### config.mk
export PLATFORM = sky130hd
export DESIGN_NAME = interrupt_judge
export DESIGN_NICKNAME = d
export VERILOG_FILES = /design/src/rtl/common.sv /design/src/rtl/interrupt_judge.sv
export SDC_FILE = /design/constraint.sdc
export NUM_CORES = 1
export LEC_CHECK = 0
export ABC_CLOCK_PERIOD_IN_PS = 800
export CORE_AREA = 2 2 102 104
export DETAILED_ROUTE_END_ITERATION = 6
export DIE_AREA = 0 0 104 106
export GPL_ROUTABILITY_DRIVEN = 0
export PLACE_DENSITY = 0.61
export SYNTH_ARGS = -nofsm -noshare
export SYNTH_HDL_FRONTEND = slang
export SYNTH_SLANG_ARGS = --single-unit
export TNS_END_PERCENT = 5
### constraint.sdc
create_clock -name clk -period 0.8 [get_ports clk]
set_input_delay 0.16 -clock clk [delete_from_list [all_inputs] [get_ports clk]]
set_output_delay 0.16 -clock clk [all_outputs]
set_load 0.05 [all_outputs]
### src/rtl/common.sv
// rtl/common.sv - shared types and encodings for the machine-mode interrupt path
package common;

   typedef logic [1:0]  u2;
   typedef logic [63:0] u64;

   typedef enum logic [63:0] {
      INSTRUCTION_ADDRESS_MISALIGNED = 64'h0000_0000_0000_0000,
      MACHINE_SOFTWARE_INTERRUPT     = 64'h8000_0000_0000_0003,
      MACHINE_TIMER_INTERRUPT        = 64'h8000_0000_0000_0007,
      MACHINE_EXTERNAL_INTERRUPT     = 64'h8000_0000_0000_000B
   } exception_t;

   localparam u2  PRIV_M          = 2'b11;
   localparam int MSTATUS_MIE_BIT = 3;
   localparam int MSI_BIT         = 3;
   localparam int MTI_BIT         = 7;
   localparam int MEI_BIT         = 11;

endpackage

### src/rtl/interrupt_judge.sv
// rtl/interrupt_judge.sv - registered machine interrupt take/cause arbiter for fetch
module interrupt_judge
   import common::*;
(
   input  logic       clk,
   input  logic       rst,
   input  u2          priviledgeMode,
   input  logic       trint,
   input  logic       swint,
   input  logic       exint,
   input  u64         mstatus,
   input  u64         mip,
   input  u64         mie,
   output logic       intEn,
   output exception_t exception
);

   logic       pe;
   logic       ps;
   logic       pt;
   logic       ge;
   logic       take;
   exception_t next_cause;

   // Only MIE/MSIP/MTIP/MEIP and their enables matter; the rest is folded away here.
   logic unused_bits;
   assign unused_bits = ^{mstatus[63:4], mstatus[2:0],
                          mip[63:12], mip[10:8], mip[6:4], mip[2:0],
                          mie[63:12], mie[10:8], mie[6:4], mie[2:0]};

   always_comb begin
      pe   = (exint | mip[MEI_BIT]) & mie[MEI_BIT];
      ps   = (swint | mip[MSI_BIT]) & mie[MSI_BIT];
      pt   = (trint | mip[MTI_BIT]) & mie[MTI_BIT];
      // Anything below M, including the reserved encoding, cannot mask M interrupts.
      ge   = (priviledgeMode != PRIV_M) | mstatus[MSTATUS_MIE_BIT];
      take = ge & (pe | ps | pt);

      next_cause = INSTRUCTION_ADDRESS_MISALIGNED;
      if (take) begin
         if (pe) begin
            next_cause = MACHINE_EXTERNAL_INTERRUPT;
         end else if (ps) begin
            next_cause = MACHINE_SOFTWARE_INTERRUPT;
         end else begin
            next_cause = MACHINE_TIMER_INTERRUPT;
         end
      end
   end

   always_ff @(posedge clk or negedge rst) begin
      if (!rst) begin
         intEn     <= 1'b0;
         exception <= INSTRUCTION_ADDRESS_MISALIGNED;
      end else begin
         intEn     <= take;
         exception <= next_cause;
      end
   end

endmodule

# --- Yosys cells after proc, flatten, opt, wreduce, memory -nomap -nowiden ---
# Index checks and enable logic that the tools add are counted.
word_totals:
  ff_bits: 65
  inputBits: 199
  out_inout_bits: 65
  word_cells: 16
op_classes:
  eq_ne: 1
  mux: 3
  bitwise: 10
op_table:
  columns: ["op", "count"]
  rows:
  - ["$mux 64", 1]
  - ["$or 1x1->1", 6]
  - ["$and 1x1->1", 4]
  - ["$mux 4", 1]
  - ["$mux 3", 1]
  - ["$ne 2x2->1 const B", 1]

# --- Longest topological paths before layout ---
# Gate-level depths: netlist (run 1).
logic_depth:
  ltp_word: 6
  ltp_mapped: 2
  ltp_nobuf: 2

# --- Least setup slack after synthesis (run 1) ---
# Ideal clock, no wire load.
synth_timing:
  path_kind: "register to output"
  startpoint: "reg exception[1] (netlist name)"
  endpoint: "out exception[0]"
  arrival_ps: 923
  setup_slack_ps: -283
  path_stages_with_launch: 2
  cell_sequence: "dfrtp_1 -> buf_4"
synth_lines:
  columns: ["item", "line_no", "rtl"]
  rows:
  - ["to (decl)", "interrupt_judge.sv:15", "output exception_t exception"]

==> results.tsv, run 1 <==
metric	value	unit
outcome	complete, but fails checks	
failing checks	setup timing	
largest family of logic cells by synthesized area	buffers and inverters	
most frequent cells in the layout	conb_1, buf_12, dlygate4sd2_1, clkdlybuf4s50_1	
type of the most critical hold path	input port to asynchronous set/reset pin	
Reg with most FFs	exception	
1st-iter DRT viols	10	
Num CTS Buffers	3	
Area Growth Syn to Fin	37.9	%
biggest regs	exception (3)	
Design Area, Final	828	sq um
worst-path maximum fanout	4	
Hold WS	0.136	ns
layout cells sized above 1	14.0	%
CTS tree	yes	
CP Capture Point	exception[0]	
Layout Cells excl Fill	230	
max-slew violation count	0	
max reg flops	3	
io pins	264	
Power per Cell Area	1830	nW/um^2
Bufs on Longest Clock Path	2	
Synth Area in XOR/XNOR	0	%
grt total ovfl	0	
Detail Route Antenna Nets	0	
drt pass-1 iters	3	
critical path's largest stage delay	0.47	ns
sequential element share of the synthesized area	12.5	%
commonest non-fill, non-tap cell in the layout	conb_1	
Crit. Startpoint	exception[1]$_DFF_PN0_	
Hold Vio Cnt, Final	0	
CTS Root Cell	clkbuf_8	
final setup vio count	7	
synthesized netlist cell count	74	
area of the core	10000	sq um
clock transition at the registers of the reported paths	0.03	ns
placed insts	225	
Max Fclk	0.972	GHz
via/cell ratio	1.58	
Nets	293	
# rows	37	
worst vdd ir	0.000403	V
Synth Area in Simple Gates	4.58	%
drc violations	0	
crit end category	primary output	
slowest CP cell	dfrtp_2	
Worst EP required	0.64	ns
global-route wire length before repair	1320	um
final setup margin	-0.229	ns
min Tclk post-route	1.03	ns
Setup crit start kind	flop	
Synth Area in Compound Gates	4.79	%
number of buffers and inverters on the critical path	1	
Syn Area/Cell	8.12	sq um
Avg WL per Cell	4.82	um
synth warn	0	
initial antenna violation count	3	
Initial Utilization	6.01	%
WS Path Type	flop to primary output	
Worst path depth	1	
Synth Register Bits	3	
LEAKAGE	0.411	nW
critical-path cell list	buf_12	
crit path DAT	0.87	ns
CTS sink cnt	3	
die width	104	um
largest net degree at the start of global routing	5	
Die Area	11000	sq um
# H-tree levels	1	
port buffer count	19	
Period Utilization, post-route	129	%
GRT Overall Usage	1.79	%
vias in the first global route	247	
mux cell area share after synthesis	0	%
Final Util	8.28	%
delay-heaviest family, CP	flip-flops	
DRT Wirelength	1110	um
Die Ht	106	um
total of max-cap violations	0	
via count	364	
Placed Area	774	sq um
fillcell total	1190	
post-synthesis adder-cell area fraction	0	%
Netlist cell types	9	
RSZ-0062 raised after global routing	yes	
cell area after synthesis	601	sq um
setup TNS	-1.19	ns
hpwl dp	1020	um
-- power breakdown --
part	total (mW)	internal [mW]	switching, mW	leakage, nW
sequential	0.186	0.165	0.0208	0.0360
combinational	0.886	0.152	0.734	0.353
clock	0.445	0.340	0.105	0.0228
total	1.52	0.657	0.859	0.411
-- synthesized netlist by cell type --
master   instances  area [sq um]
conb_1           1          3.75
nor2_1           1          3.75
nor4b_2          1          15.0
dfrtp_1          3          75.1
o21ai_0          3          15.0
a31oi_1          1          6.26
and3b_1          1          8.76
o21a_1           1          7.51
buf_4           62           465
-- final cells by class --
| cell class | count | area (sq um) | share of cell area (%) |
|---|---|---|---|
| antenna | 1 | 2.50 | 0.302 |
| clock buffer | 4 | 45.0 | 5.44 |
| multi-input combinational | 67 | 283 | 34.1 |
| sequential | 3 | 76.3 | 9.21 |
| tap | 136 | 170 | 20.5 |
| timing repair buffer | 19 | 251 | 30.4 |
-- stage by stage --
step	power, mW	setup slack (ns)
6_report	1.52	-0.229
5_1_grt	1.57	-0.246
2_1_floorplan	1.14	-0.102
4_1_cts	1.53	-0.239
3_5_place_dp	1.08	-0.461
3_3_place_gp	1.07	-0.410
-- routing by layer --
metal / track usage (%) / part of all wire, % / vias up / wire length (um)
li1: - / - / 148 / -
met1: 1.70 / 26 / 147 / 288
met2: 1.83 / 32 / 56 / 351
met3: 2.15 / 37 / 9 / 410
met4: 1.74 / 3.4 / 4 / 38
met5: 0 / 1.9 / - / 21
-- worst min path at each step --
| stage | start | to | slack (ns) | depth (start not counted) |
|---|---|---|---|---|
| 6_report | rst | exception[2]$_DFF_PN0_ | 0.14 | 1 |
| 5_1_grt | rst | exception[2]$_DFF_PN0_ | 0.14 | 1 |
| 4_1_cts | rst | exception[2]$_DFF_PN0_ | 0.14 | 1 |
| 3_5_place_dp | rst | exception[2]$_DFF_PN0_ | 0.37 | 1 |
| 3_3_place_gp | rst | exception[2]$_DFF_PN0_ | 0.35 | 1 |
| 2_1_floorplan | rst | exception[1]$_DFF_PN0_ | -0.14 | 0 |
-- kinds of logic after synthesis --
group,count (synthesis)
AOI/OAI and AO/OA,5
buffers and inverters,62
DFF,3
other,1
and+or+nand+nor,3
-- timing repair --
item,CTS,global route
endpoints found under the setup margin,9,8
setup buffers,0,0
resized for setup,9,4
pin swaps,3,1
hold buffers,0,0
No activity file was read; power rests on OpenSTA's default activity.
==> inputs of run 2 (changes only) <==
--- a/config.mk
+++ b/config.mk
@@ -10,6 +10,7 @@
 export DETAILED_ROUTE_END_ITERATION = 6
 export DIE_AREA = 0 0 104 106
 export GPL_ROUTABILITY_DRIVEN = 0
+export GPL_TIMING_DRIVEN = 0
 export PLACE_DENSITY = 0.61
 export SYNTH_ARGS = -nofsm -noshare
 export SYNTH_HDL_FRONTEND = slang
==> run 2 against run 1 <==
Sequential power fell by 6%; the run still ends with setup timing left; clock power about the same; highest routed layer unchanged; first-iteration DRC count decreased by 10%; sequential share of layout area is 3.1 points lower.
==> results.tsv, run 2 (synthesized netlist as in run 1, its figures left out) <==
metric	value	unit	change
GRT Overall Usage	2.59	%	+0.80 points
outcome	complete, but fails checks		
# rows	37		unchanged
Worst path depth	2		+1
clock transition at the registers of the reported paths	0.03	ns	about the same
port buffer count	19		unchanged
final setup margin	-0.259	ns	-0.0299 ns
Bufs on Longest Clock Path	2		unchanged
Crit. Startpoint	exception[1]$_DFF_PN0_		
# H-tree levels	1		unchanged
grt total ovfl	0		unchanged
WS Path Type	flop to primary output		
Worst EP required	0.64	ns	about the same
io pins	264		unchanged
CTS sink cnt	3		unchanged
Setup crit start kind	flop		
Post-CTS Setup Repair Bufs	0		unchanged
fillcell total	1177		-1.1%
die width	104	um	unchanged
failing checks	setup timing		
crit end category	primary output		
via count	540		+48%
Power per Cell Area	1380	nW/um^2	-24%
worst vdd ir	0.000504	V	+25%
layout cells sized above 1	49.0	%	+35 points
Reg with most FFs	exception		
max-slew violation count	0		unchanged
# hold bufs at CTS	0		unchanged
max reg flops	3		unchanged
1st-iter DRT viols	9		-1
final setup vio count	8		+1
Num CTS Buffers	3		unchanged
DRT Wirelength	1540	um	+39%
vias in the first global route	467		+89%
Final Util	12.5	%	+4.3 points
total of max-cap violations	0		unchanged
number of buffers and inverters on the critical path	2		+1
delay-heaviest family, CP	flip-flops		
worst-path maximum fanout	4		unchanged
slowest CP cell	dfrtp_2		
critical-path cell list	buf_6 -> buf_8		
Period Utilization, post-route	132	%	+3.7 points
via/cell ratio	1.85		+17%
drt pass-1 iters	4		+1
Max Fclk	0.944	GHz	-2.8%
global-route wire length before repair	2090	um	+58%
Die Area	11000	sq um	unchanged
RSZ-0062 raised after global routing	yes		
biggest regs	exception (3)		
min Tclk post-route	1.06	ns	+0.0299 ns
LEAKAGE	0.718	nW	+74%
Hold WS	0.132	ns	-0.00371 ns
most frequent cells in the layout	buf_4, conb_1, clkdlybuf4s50_1		
Die Ht	106	um	unchanged
area of the core	10000	sq um	unchanged
Initial Utilization	6.01	%	unchanged
largest net degree at the start of global routing	5		unchanged
initial antenna violation count	2		-1
drc violations	0		unchanged
Avg WL per Cell	5.26	um	+9.2%
crit path DAT	0.90	ns	+0.03 ns
Nets	355		+21%
CTS tree	yes		
Area Growth Syn to Fin	109	%	
Detail Route Antenna Nets	0		unchanged
critical path's largest stage delay	0.42	ns	-0.05 ns
type of the most critical hold path	input port to asynchronous set/reset pin		
Hold Vio Cnt, Final	0		unchanged
CTS Root Cell	clkbuf_8		
==> run 2: cell count changes in the layout (fill, tap and decap cells not counted), sizes merged <==
| cell | delta |
|---|---|
| buf | +61 |
| clkdlybuf4s50 | +3 |
| dlygate4sd2 | -2 |
| clkdlybuf4s15 | +1 |
| dlymetal6s2s | -1 |
==> run 2: area by class of cell <==
type                       instances  area, sq um  share of cell area (%)
sequential                         3         76.3                    6.09
buffer                            62          477                    38.0
timing repair buffer              19          196                    15.7
antenna                            1         2.50                   0.200
clock buffer                       4         45.0                    3.59
multi-input combinational         67          287                    22.9
tap                              136          170                    13.6
==> run 2: per-layer routing <==
metal | GRT usage (%) | vias to the layer above | routed length [um] | share of wire, %
li1 | - | 272 | - | -
met1 | 2.44 | 203 | 523 | 34
met2 | 3.57 | 57 | 587 | 38
met3 | 2.64 | 6 | 388 | 25
met4 | 1.45 | 2 | 29 | 1.9
met5 | 0 | - | 8 | 0.52
==> run 2: metrics by stage <==
step	total power, mW	TNS, ns	worst slack [ns]	cells	instance area (sq um)
global placement	1.26	-4.40	-0.624	287	1190
CTS	1.74	-1.60	-0.268	291	1240
detailed placement	1.27	-4.56	-0.638	287	1190
floorplan	1.14	-0.307	-0.102	132	831
global route	1.81	-1.72	-0.289	291	1250
finish	1.73	-1.44	-0.259	292	1250
==> run 2: power by group <==
group          total [mW]  switching, mW  internal [mW]
Combinational        1.12          0.785          0.330
Clock               0.446          0.106          0.340
Sequential          0.174        0.00884          0.165
==> run 2: final timing paths <==
path	slack (ns)	endpoint
min in group clk	0.28	exception[3]$_DFF_PN0_
worst max-delay path	-0.26	exception[63]
worst min-delay path	0.13	exception[2]$_DFF_PN0_
max in group asynchronous	0.50	exception[1]$_DFF_PN0_
==> run 2: repair_timing <==
| item | CTS | global route |
|---|---|---|
| endpoints found under the setup margin | 9 | 8 |
| resized for setup | 45 | 3 |
| pin swaps | 1 | 2 |
| endpoints found under the hold margin | 0 | 0 |
